File: src/rtl/counter_pkg.sv
// Shared types and encodings for the counter unit and its add/sub datapath.
package counter_pkg;

  typedef enum logic [1:0] {
    IDLE = 2'd0,
    RUN  = 2'd1,
    DONE = 2'd2
  } state_t;

  localparam logic OP_UP     = 1'b0;
  localparam logic OP_DOWN   = 1'b1;
  localparam logic MODE_WRAP = 1'b0;
  localparam logic MODE_SAT  = 1'b1;

endpackage

File: src/rtl/addsub_sat.sv
// Parametrised adder/subtractor with carry/borrow detection and optional clamping.
module addsub_sat
  import counter_pkg::*;
#(
  parameter int unsigned WIDTH  = 16,
  parameter int unsigned STEP_W = 4
) (
  input  logic [WIDTH-1:0]  a,
  input  logic [STEP_W-1:0] b,
  input  logic              op,
  input  logic              mode,
  output logic [WIDTH-1:0]  result,
  output logic              carry,
  output logic              clamp
);

  localparam int unsigned RW = WIDTH + 1;

  logic [RW-1:0] r;

  // Extra top bit holds the carry out (up) or borrow (down).
  always_comb begin
    if (op == OP_UP) r = RW'(a) + RW'(b);
    else             r = RW'(a) - RW'(b);
  end

  assign carry  = r[WIDTH];
  assign clamp  = (mode == MODE_SAT) && r[WIDTH];
  assign result = clamp ? ((op == OP_DOWN) ? '0 : '1) : r[WIDTH-1:0];

endmodule

File: src/rtl/counter_unit.sv
// Counter register, limit comparator and start/stop run controller around addsub_sat.
module counter_unit
  import counter_pkg::*;
#(
  parameter int unsigned WIDTH  = 16,
  parameter int unsigned STEP_W = 4
) (
  input  logic              clk,
  input  logic              reset,
  input  logic              start,
  input  logic              stop,
  input  logic              op,
  input  logic              mode,
  input  logic [STEP_W-1:0] step,
  input  logic [WIDTH-1:0]  limit,
  input  logic              c_ld,
  input  logic              c_clr,
  input  logic [WIDTH-1:0]  load_val,
  output logic [WIDTH-1:0]  c_out,
  output logic              z,
  output logic              m,
  output logic              busy,
  output logic              done,
  output logic              sat,
  output logic              wrap
);

  state_t state, state_n;

  logic [WIDTH-1:0]  c_q, c_n, limit_q, sum;
  logic [STEP_W-1:0] step_q;
  logic              op_q, mode_q;
  logic              sat_n, wrap_n, latch;
  logic              carry, clamp;

  addsub_sat #(
    .WIDTH  (WIDTH),
    .STEP_W (STEP_W)
  ) u_addsub (
    .a      (c_q),
    .b      (step_q),
    .op     (op_q),
    .mode   (mode_q),
    .result (sum),
    .carry  (carry),
    .clamp  (clamp)
  );

  always_ff @(posedge clk) begin
    if (reset) state <= IDLE;
    else       state <= state_n;
  end

  // Next state and next counter/flag values; RUN checks stop, then limit, then updates.
  always_comb begin
    state_n = state;
    c_n     = c_q;
    sat_n   = sat;
    wrap_n  = 1'b0;
    latch   = 1'b0;
    unique case (state)
      IDLE: begin
        if (c_clr)     c_n = '0;
        else if (c_ld) c_n = load_val;
        if (start) begin
          latch   = 1'b1;
          sat_n   = 1'b0;
          state_n = RUN;
        end
      end
      RUN: begin
        if (stop) begin
          sat_n   = 1'b0;
          state_n = DONE;
        end else if (c_q == limit_q) begin
          state_n = DONE;
        end else begin
          c_n = sum;
          if (clamp) begin
            sat_n   = 1'b1;
            state_n = DONE;
          end else begin
            wrap_n = (mode_q == MODE_WRAP) && carry;
          end
        end
      end
      DONE:    state_n = IDLE;
      default: state_n = IDLE;
    endcase
  end

  // Status outputs are registered from the next state so they line up with it.
  always_ff @(posedge clk) begin
    if (reset) begin
      c_q     <= '0;
      op_q    <= OP_UP;
      mode_q  <= MODE_WRAP;
      step_q  <= '0;
      limit_q <= '0;
      sat     <= 1'b0;
      wrap    <= 1'b0;
      busy    <= 1'b0;
      done    <= 1'b0;
    end else begin
      c_q  <= c_n;
      sat  <= sat_n;
      wrap <= wrap_n;
      busy <= (state_n == RUN);
      done <= (state_n == DONE);
      if (latch) begin
        op_q    <= op;
        mode_q  <= mode;
        step_q  <= (step == '0) ? STEP_W'(1) : step;
        limit_q <= limit;
      end
    end
  end

  assign c_out = c_q;
  assign z     = (c_q == '0);
  assign m     = (c_q == '1);

endmodule

File: config.mk
export PLATFORM = sky130hd
export DESIGN_NAME = counter_unit
export DESIGN_NICKNAME = d
export VERILOG_FILES = /design/src/rtl/counter_pkg.sv /design/src/rtl/addsub_sat.sv /design/src/rtl/counter_unit.sv
export SDC_FILE = /design/constraint.sdc
export NUM_CORES = 1
export LEC_CHECK = 0
export ABC_AREA = 0
export ABC_CLOCK_PERIOD_IN_PS = 6600
export BUFFER_PORTS_ARGS = -buffer_cell sky130_fd_sc_hd__buf_2
export CORE_ASPECT_RATIO = 1.4
export CORE_UTILIZATION = 59
export CTS_CLUSTER_SIZE = 40
export DETAILED_ROUTE_END_ITERATION = 7
export HOLD_SLACK_MARGIN = 0.12
export PLACE_DENSITY = 0.87
export SYNTH_ARGS = -nofsm -noshare
export SYNTH_HDL_FRONTEND = slang
export SYNTH_SLANG_ARGS = --single-unit
export TNS_END_PERCENT = 10
File: constraint.sdc
create_clock -name clk -period 6.6 [get_ports clk]
set_input_delay 0.33 -clock clk [delete_from_list [all_inputs] [get_ports clk]]
set_output_delay 0.33 -clock clk [all_outputs]
set_load 0.05 [all_outputs]
# Yosys cells after proc, flatten, opt, wreduce, memory -nomap -nowiden
# Index checks and enable logic that the tools add are counted.
dict set report word_totals {
  inputBits 44
  reg_bits 44
  word_cells 55
  output_inout_bits 22
}
dict set report classes {
  muxes 21
  eq_ne 11
  bitwise_logic 2
  n_reduce_logical 9
  add_sub_neg 2
}
# operator count
set ops {}
lappend ops {{16-bit two-way mux} 6}
lappend ops {{16-bit case mux with 2 select lines} 1}
lappend ops {{16-bit by 4-bit adder with 17-bit output} 1}
lappend ops {{17-bit two-way mux} 1}
lappend ops {{16-bit by 4-bit subtractor with 17-bit output} 1}
lappend ops {{16-bit equality test} 1}
lappend ops {{16-bit equality test (second input constant)} 1}
lappend ops {{16-bit zero test} 1}
lappend ops {{2-bit two-way mux} 4}
lappend ops {{4-bit AND reduction} 2}
lappend ops {{1-bit two-way mux} 6}
lappend ops {{2-bit != test (second input constant)} 3}
lappend ops {{3-bit != test (second input constant)} 2}
lappend ops {{5-bit OR reduction} 1}
lappend ops {{2-bit by 1-bit equality test with 1-bit output (second input constant)} 2}
lappend ops {{4-bit zero test} 1}
lappend ops {{4-bit two-way mux} 1}
lappend ops {{2-bit case mux with 2 select lines} 1}
lappend ops {{3-bit by 2-bit != test with 1-bit output (second input constant)} 1}
lappend ops {{2-bit equality test (second input constant)} 1}
lappend ops {{1-bit logical AND} 2}
lappend ops {{2-bit zero test} 1}
lappend ops {{1-bit inverter} 2}
lappend ops {{1-bit case mux with 2 select lines} 1}
lappend ops {{2-bit nonzero test} 1}

# Longest topological paths before layout
dict set report depth {
  depth_word 8
  mapped_depth 15
  mapped_depth_nobuf 13
}

# By module
# A second synthesis with hierarchy kept.
dict set report hier_totals {
  hier_cells 391
  area_unflattened_um2 3280.6
}
# module cells_per_inst area_per_inst_um2 seq_area_each_um2 instances
set modules_own_cells {}
lappend modules_own_cells {counter_unit 251 2173.3 880.8 1}
lappend modules_own_cells {addsub_sat 140 1107.3 0.0 1}

# Least setup slack after synthesis
# No wires, ideal clock.
dict set report synth_path {
  path_kind {reg2reg}
  start {register step_q[0]}
  end {register c_q[0], in the netlist c_out[0]}
  arrival_time_ns 3.228
  stages_incl_launch_ff 16
  slack_ns 3.284
  path_buffers 2
  t_required_ns 6.512
  setup_ns 0.088
  synth_period_minus_slack_ns 3.316
  path_cell_list {dfxtp_1 inv_1 ha_1 nor3b_1 or2_0 clkbuf_1 ha_1 o21ai_0 o21ai_2 a41oi_2 a41oi_4 mux2i_4 and2_1 buf_4 nand2b_1 a311oi_2}
}
dict set report synth_between {
  elab_chain_cells 7
  elab_cells_between_ends 8
  classes_between {2 x add/sub; 5 x mux; 1 x reduce/logical}
}
# item line_no
set synth_rtl {}
lappend synth_rtl {{start: declaration} counter_unit.sv:31} ;# logic [STEP_W-1:0] step_q;
lappend synth_rtl {{start signal: assignment} counter_unit.sv:113} ;# step_q <= (step == '0) ? STEP_W'(1) : step;
lappend synth_rtl {{16-bit by 4-bit adder with 17-bit output or 16-bit by 4-bit subtractor with 17-bit output (tied branches)} {addsub_sat.sv:23, addsub_sat.sv:24}}
lappend synth_rtl {{17-bit two-way mux *} addsub_sat.sv:23} ;# if (op == OP_UP) r = RW'(a) + RW'(b);
lappend synth_rtl {{1-bit logical AND} addsub_sat.sv:28} ;# assign clamp = (mode == MODE_SAT) && r[WIDTH];
lappend synth_rtl {{16-bit two-way mux *} addsub_sat.sv:29} ;# assign result = clamp ? ((op == OP_DOWN) ? '0 : '1) : r[WIDTH-1:0];
lappend synth_rtl {{16-bit two-way mux *} counter_unit.sv:75} ;# end else if (c_q == limit_q) begin
lappend synth_rtl {{16-bit two-way mux *} counter_unit.sv:72} ;# if (stop) begin
lappend synth_rtl {{16-bit case mux with 2 select lines *} counter_unit.sv:61} ;# unique case (state)
lappend synth_rtl {{end signal: assignment} counter_unit.sv:105} ;# c_q <= c_n;
lappend synth_rtl {{end: declaration} counter_unit.sv:30} ;# logic [WIDTH-1:0] c_q, c_n, limit_q, sum;
# Mark *: on every way between the ends. The rest lies on a longest branch, timed or not. The select of a mux whose other input is x is not followed.
# A chain may end at the register's enable or synchronous reset.

# Worst setup path after layout
dict set report layout_path {
  start {register step_q[0]}
  end {register c_q[6], in the netlist c_out[6]}
}
# Same word-level chain as after synthesis.

==> results by group <==
Cells and area
  • Sequential cell area: 881 µm²
  • Multi-input gate area: approximately 0.002 mm²
  • # fillers: between 400 and 500
  • Layout Cells excl Fill: around 500
  • Fraction of layout cells with a size suffix above 1: 0.207
  • Final core occ: 0.709
  • Synth-to-Final Area Change: 15.5%
  • Post-layout net count: between 400 and 500
  • Number of diodes: 0
  • Final Cell Area: 0.00343 mm²

Run
  • Maximum Capacitance Violations: 0

Status
  • Status: complete, no violations

Floorplan
  • Die Height: between 80 and 90 µm
  • Core Box Area: ~0.0048 mm²
  • Die area: approximately 0.0053 mm²
  • # rows: 30
  • Die Wd: 62.0 µm
  • Starting Density: 0.613
  • IO Pins: 66

Power
  • Maximum VDD drop: between 0.15 and 0.2 mV
  • Internal: approximately 0.58 mW
  • Flop pwr share: 0.327
  • Gate power share: 0.463
  • Sw frac: 0.433
  • Overall power: around 1.0 mW
  • Clock power frac: 0.210
  • Leakage: around 1.5 nW
  • Net switching power: ~0.44 mW
  • Pwr dens: approximately 300 mW/mm²

Worst setup path
  • Arr. time, crit path: roughly 4.3 ns
  • Startpoint types: flip-flop
  • CP Data Required Time: a little under 7 ns
  • CP max FO: 10
  • CP Class: reg2reg
  • Largest stage delay on the critical path: roughly 0.56 ns
  • CP most frequent cell: ha_1
  • Delay-heaviest family, CP: simple AND/OR/NAND/NOR gates
  • Crit-path cells: inv_1 -> ha_1 -> nor3b_1 -> or2_0 -> ha_1 -> o21ai_0 -> o21ai_2 -> a41oi_2 -> a41oi_4 -> mux2i_4 -> and2_1 -> nand2_1 -> a311oi_2
  • Worst path bufs/invs: 1
  • Crit path capture type: flip-flop
  • Critical-path top delay cell: or2_0

Logic synthesis
  • Ranking of synthesized cells by area: dfxtp_1 (30%), nand2_1 (8.8%), a21oi_1 (7.8%)
  • Ys async rst share: 0
  • Top-area cell type share of the netlist area: 0.297
  • Cell Area, Synth: slightly below 0.003 mm²
  • Syn_nets: about 440
  • Post-synth EDFFs: 0
  • Yosys Warn Count: 0
  • Synthesis-stage register bit count: between 40 and 50
  • Main synth FF type: dfxtp_1
  • Synth cell count leaders: nand2_1 (70), a21oi_1 (46), dfxtp_1 (44), nor2_1 (32), xor2_1 (22)
  • Yosys cell types: 55
  • Count leader, synth: nand2_1
  • Cells after Synth: approximately 380
  • Avg Cell Area, Syn: about 8 µm²
  • Cell type with the largest total area after synthesis: dfxtp_1
  • Post-synthesis sequential area ratio: 0.297

Drt
  • Routed wire length: about 8700 µm
  • Initial DRC count: 262
  • DRC: 0
  • Antenna-violating nets left: 0
  • DR WL/cell: 17.4 µm
  • Routed vias: 3019
  • Via density: ~6
  • Drt first pass iters: 4

GRT
  • GRT Total Usage: 0.354
  • Initial antenna violation count: 0
  • Number of global-route vias before repair: approximately 2900
  • Grt total ovfl: 0
  • Pin count of the biggest net entering global routing: between 40 and 50
  • First-pass GRT wire length: around 14000 µm

Clock network
  • Post_cts resized: 0
  • H-Tree Depth: 2
  • TritonCTS Buffers: 5
  • CTS max path bufs: 2
  • Worst-path clk slew: ~0.09 ns
  • TritonCTS sink count: 44
  • Clk root buf: clkbuf_8
  • TritonCTS clock tree: yes
  • Post-CTS Setup Repair Bufs: 0
  • Worst-Skew Late Latency: 0.30 ns
  • Hold buffer count at cts: 0

Timing
  • Setup_tns: 0 ns
  • Hold slack: approximately 0.25 ns
  • Clock period minus worst slack: just over 4 ns
  • Final critical-path share of the clock period: 0.623
  • Slack of the critical path: ~2.5 ns
  • Max-slew violation count: 0
  • Max-slew headroom: 0.423
  • Fmax: 243 MHz
  • Least-Margin Pin Slew: roughly 0.87 ns
  • Setup violators final: 0
  • Clk_skew: 0.00712 ns
  • Final Hold Vio Count: 0
  • Unrepaired setup endpoints after global routing: false

Worst hold path
  • Hold Path Class: in2reg

Placed design
  • Cell count after placement: between 400 and 500
  • Routability cong.: about 1
  • DP HPWL: ~6500 µm
  • Port buffer count: 65
  • Worst slack, placed: about 2.5 ns
  • Placed Area: ~0.0033 mm²
-- worst register-to-register path: cells and delay by family, from the launching register on --
| kind | cells | cell delay (ns) |
|---|---|---|
| DFF | 1 | 0.34 |
| buffers and inverters | 1 | 0.09 |
| and+or+nand+nor | 4 | 1.48 |
| adders and majority gates | 2 | 0.47 |
| muxes | 1 | 0.41 |
| AOI/OAI and AO/OA | 5 | 1.24 |
-- placed cells by master, fill, tap and decap left out, types with 3 or more instances in the layout --
cell type,netlist,layout
or3_1,3,3
a211oi_1,5,5
clkbuf_8,0,5
o21ai_0,11,11
nor2_1,32,32
nor2b_1,3,3
xnor2_1,9,9
o41ai_1,5,5
and2_1,4,4
a21oi_1,46,46
o21a_1,3,3
nor3_1,5,5
dfxtp_1,44,44
nor4_1,10,10
inv_1,15,15
ha_1,18,18
nand2_1,70,70
a311oi_2,7,7
nand4_1,6,6
buf_2,0,65
xor2_1,22,22
nand2b_1,4,4
-- state kept, by name, summed over array words and instances (netlist names) --
| name | flops |
|---|---|
| wrap | 1 |
| limit_q | 16 |
| op_q | 1 |
| busy | 1 |
| step_q | 4 |
| c_out | 16 |
| done | 1 |
| sat | 1 |
| state | 2 |
| mode_q | 1 |
-- power by group through the flow --
stage / combinational [mW] / sequential [mW] / clock (mW)
floorplan: 0.312 / 0.372 / 0
global placement: 0.457 / 0.338 / 0
detailed placement: 0.463 / 0.339 / 0
CTS: 0.467 / 0.333 / 0.215
global route: 0.519 / 0.337 / 0.224
finish: 0.474 / 0.334 / 0.214
-- area by class of cell --
cell class | instances | share of cell area
multi-input cells | 302 | 0.575
repair buffers | 65 | 0.0948
inverters | 15 | 0.0164
clock inverters | 3 | 0.0135
flip-flops and latches | 44 | 0.257
well taps | 64 | 0.0233
clock buffers | 5 | 0.0201
-- routing by layer --
| metal | GRT usage | vias to the layer above | part of all wire | routed length, µm |
|---|---|---|---|---|
| li1 | - | 1448 | - | - |
| met1 | 0.413 | 1397 | 0.37 | 3220 |
| met2 | 0.593 | 147 | 0.51 | 4420 |
| met3 | 0.0694 | 27 | 0.080 | 697 |
| met4 | 0.176 | 0 | 0.039 | 334 |
| met5 | 0 | - | 0 | 0 |
-- logic make-up after synthesis --
group / Yosys count / synth area share
compound gates: 101 / 0.249
xor+xnor: 31 / 0.0914
fa+ha+maj: 19 / 0.0826
buf+inv: 30 / 0.0392
flops: 44 / 0.297
mux: 3 / 0.0143
simple gates: 148 / 0.227
-- worst paths after layout --
kind / startpoint / slack, ns / depth (start not counted) / endpoint
min: limit[3] / 0.25 / 3 / limit_q[3]$_SDFFE_PP0P_
max: step_q[0]$_SDFFE_PP0P_ / 2.49 / 13 / c_out[6]$_SDFFE_PP0P_
max reg2reg: step_q[0]$_SDFFE_PP0P_ / 2.49 / 13 / c_out[6]$_SDFFE_PP0P_
min reg2reg: limit_q[1]$_SDFFE_PP0P_ / 0.47 / 2 / limit_q[1]$_SDFFE_PP0P_
No activity file was read; power rests on OpenSTA's default activity.
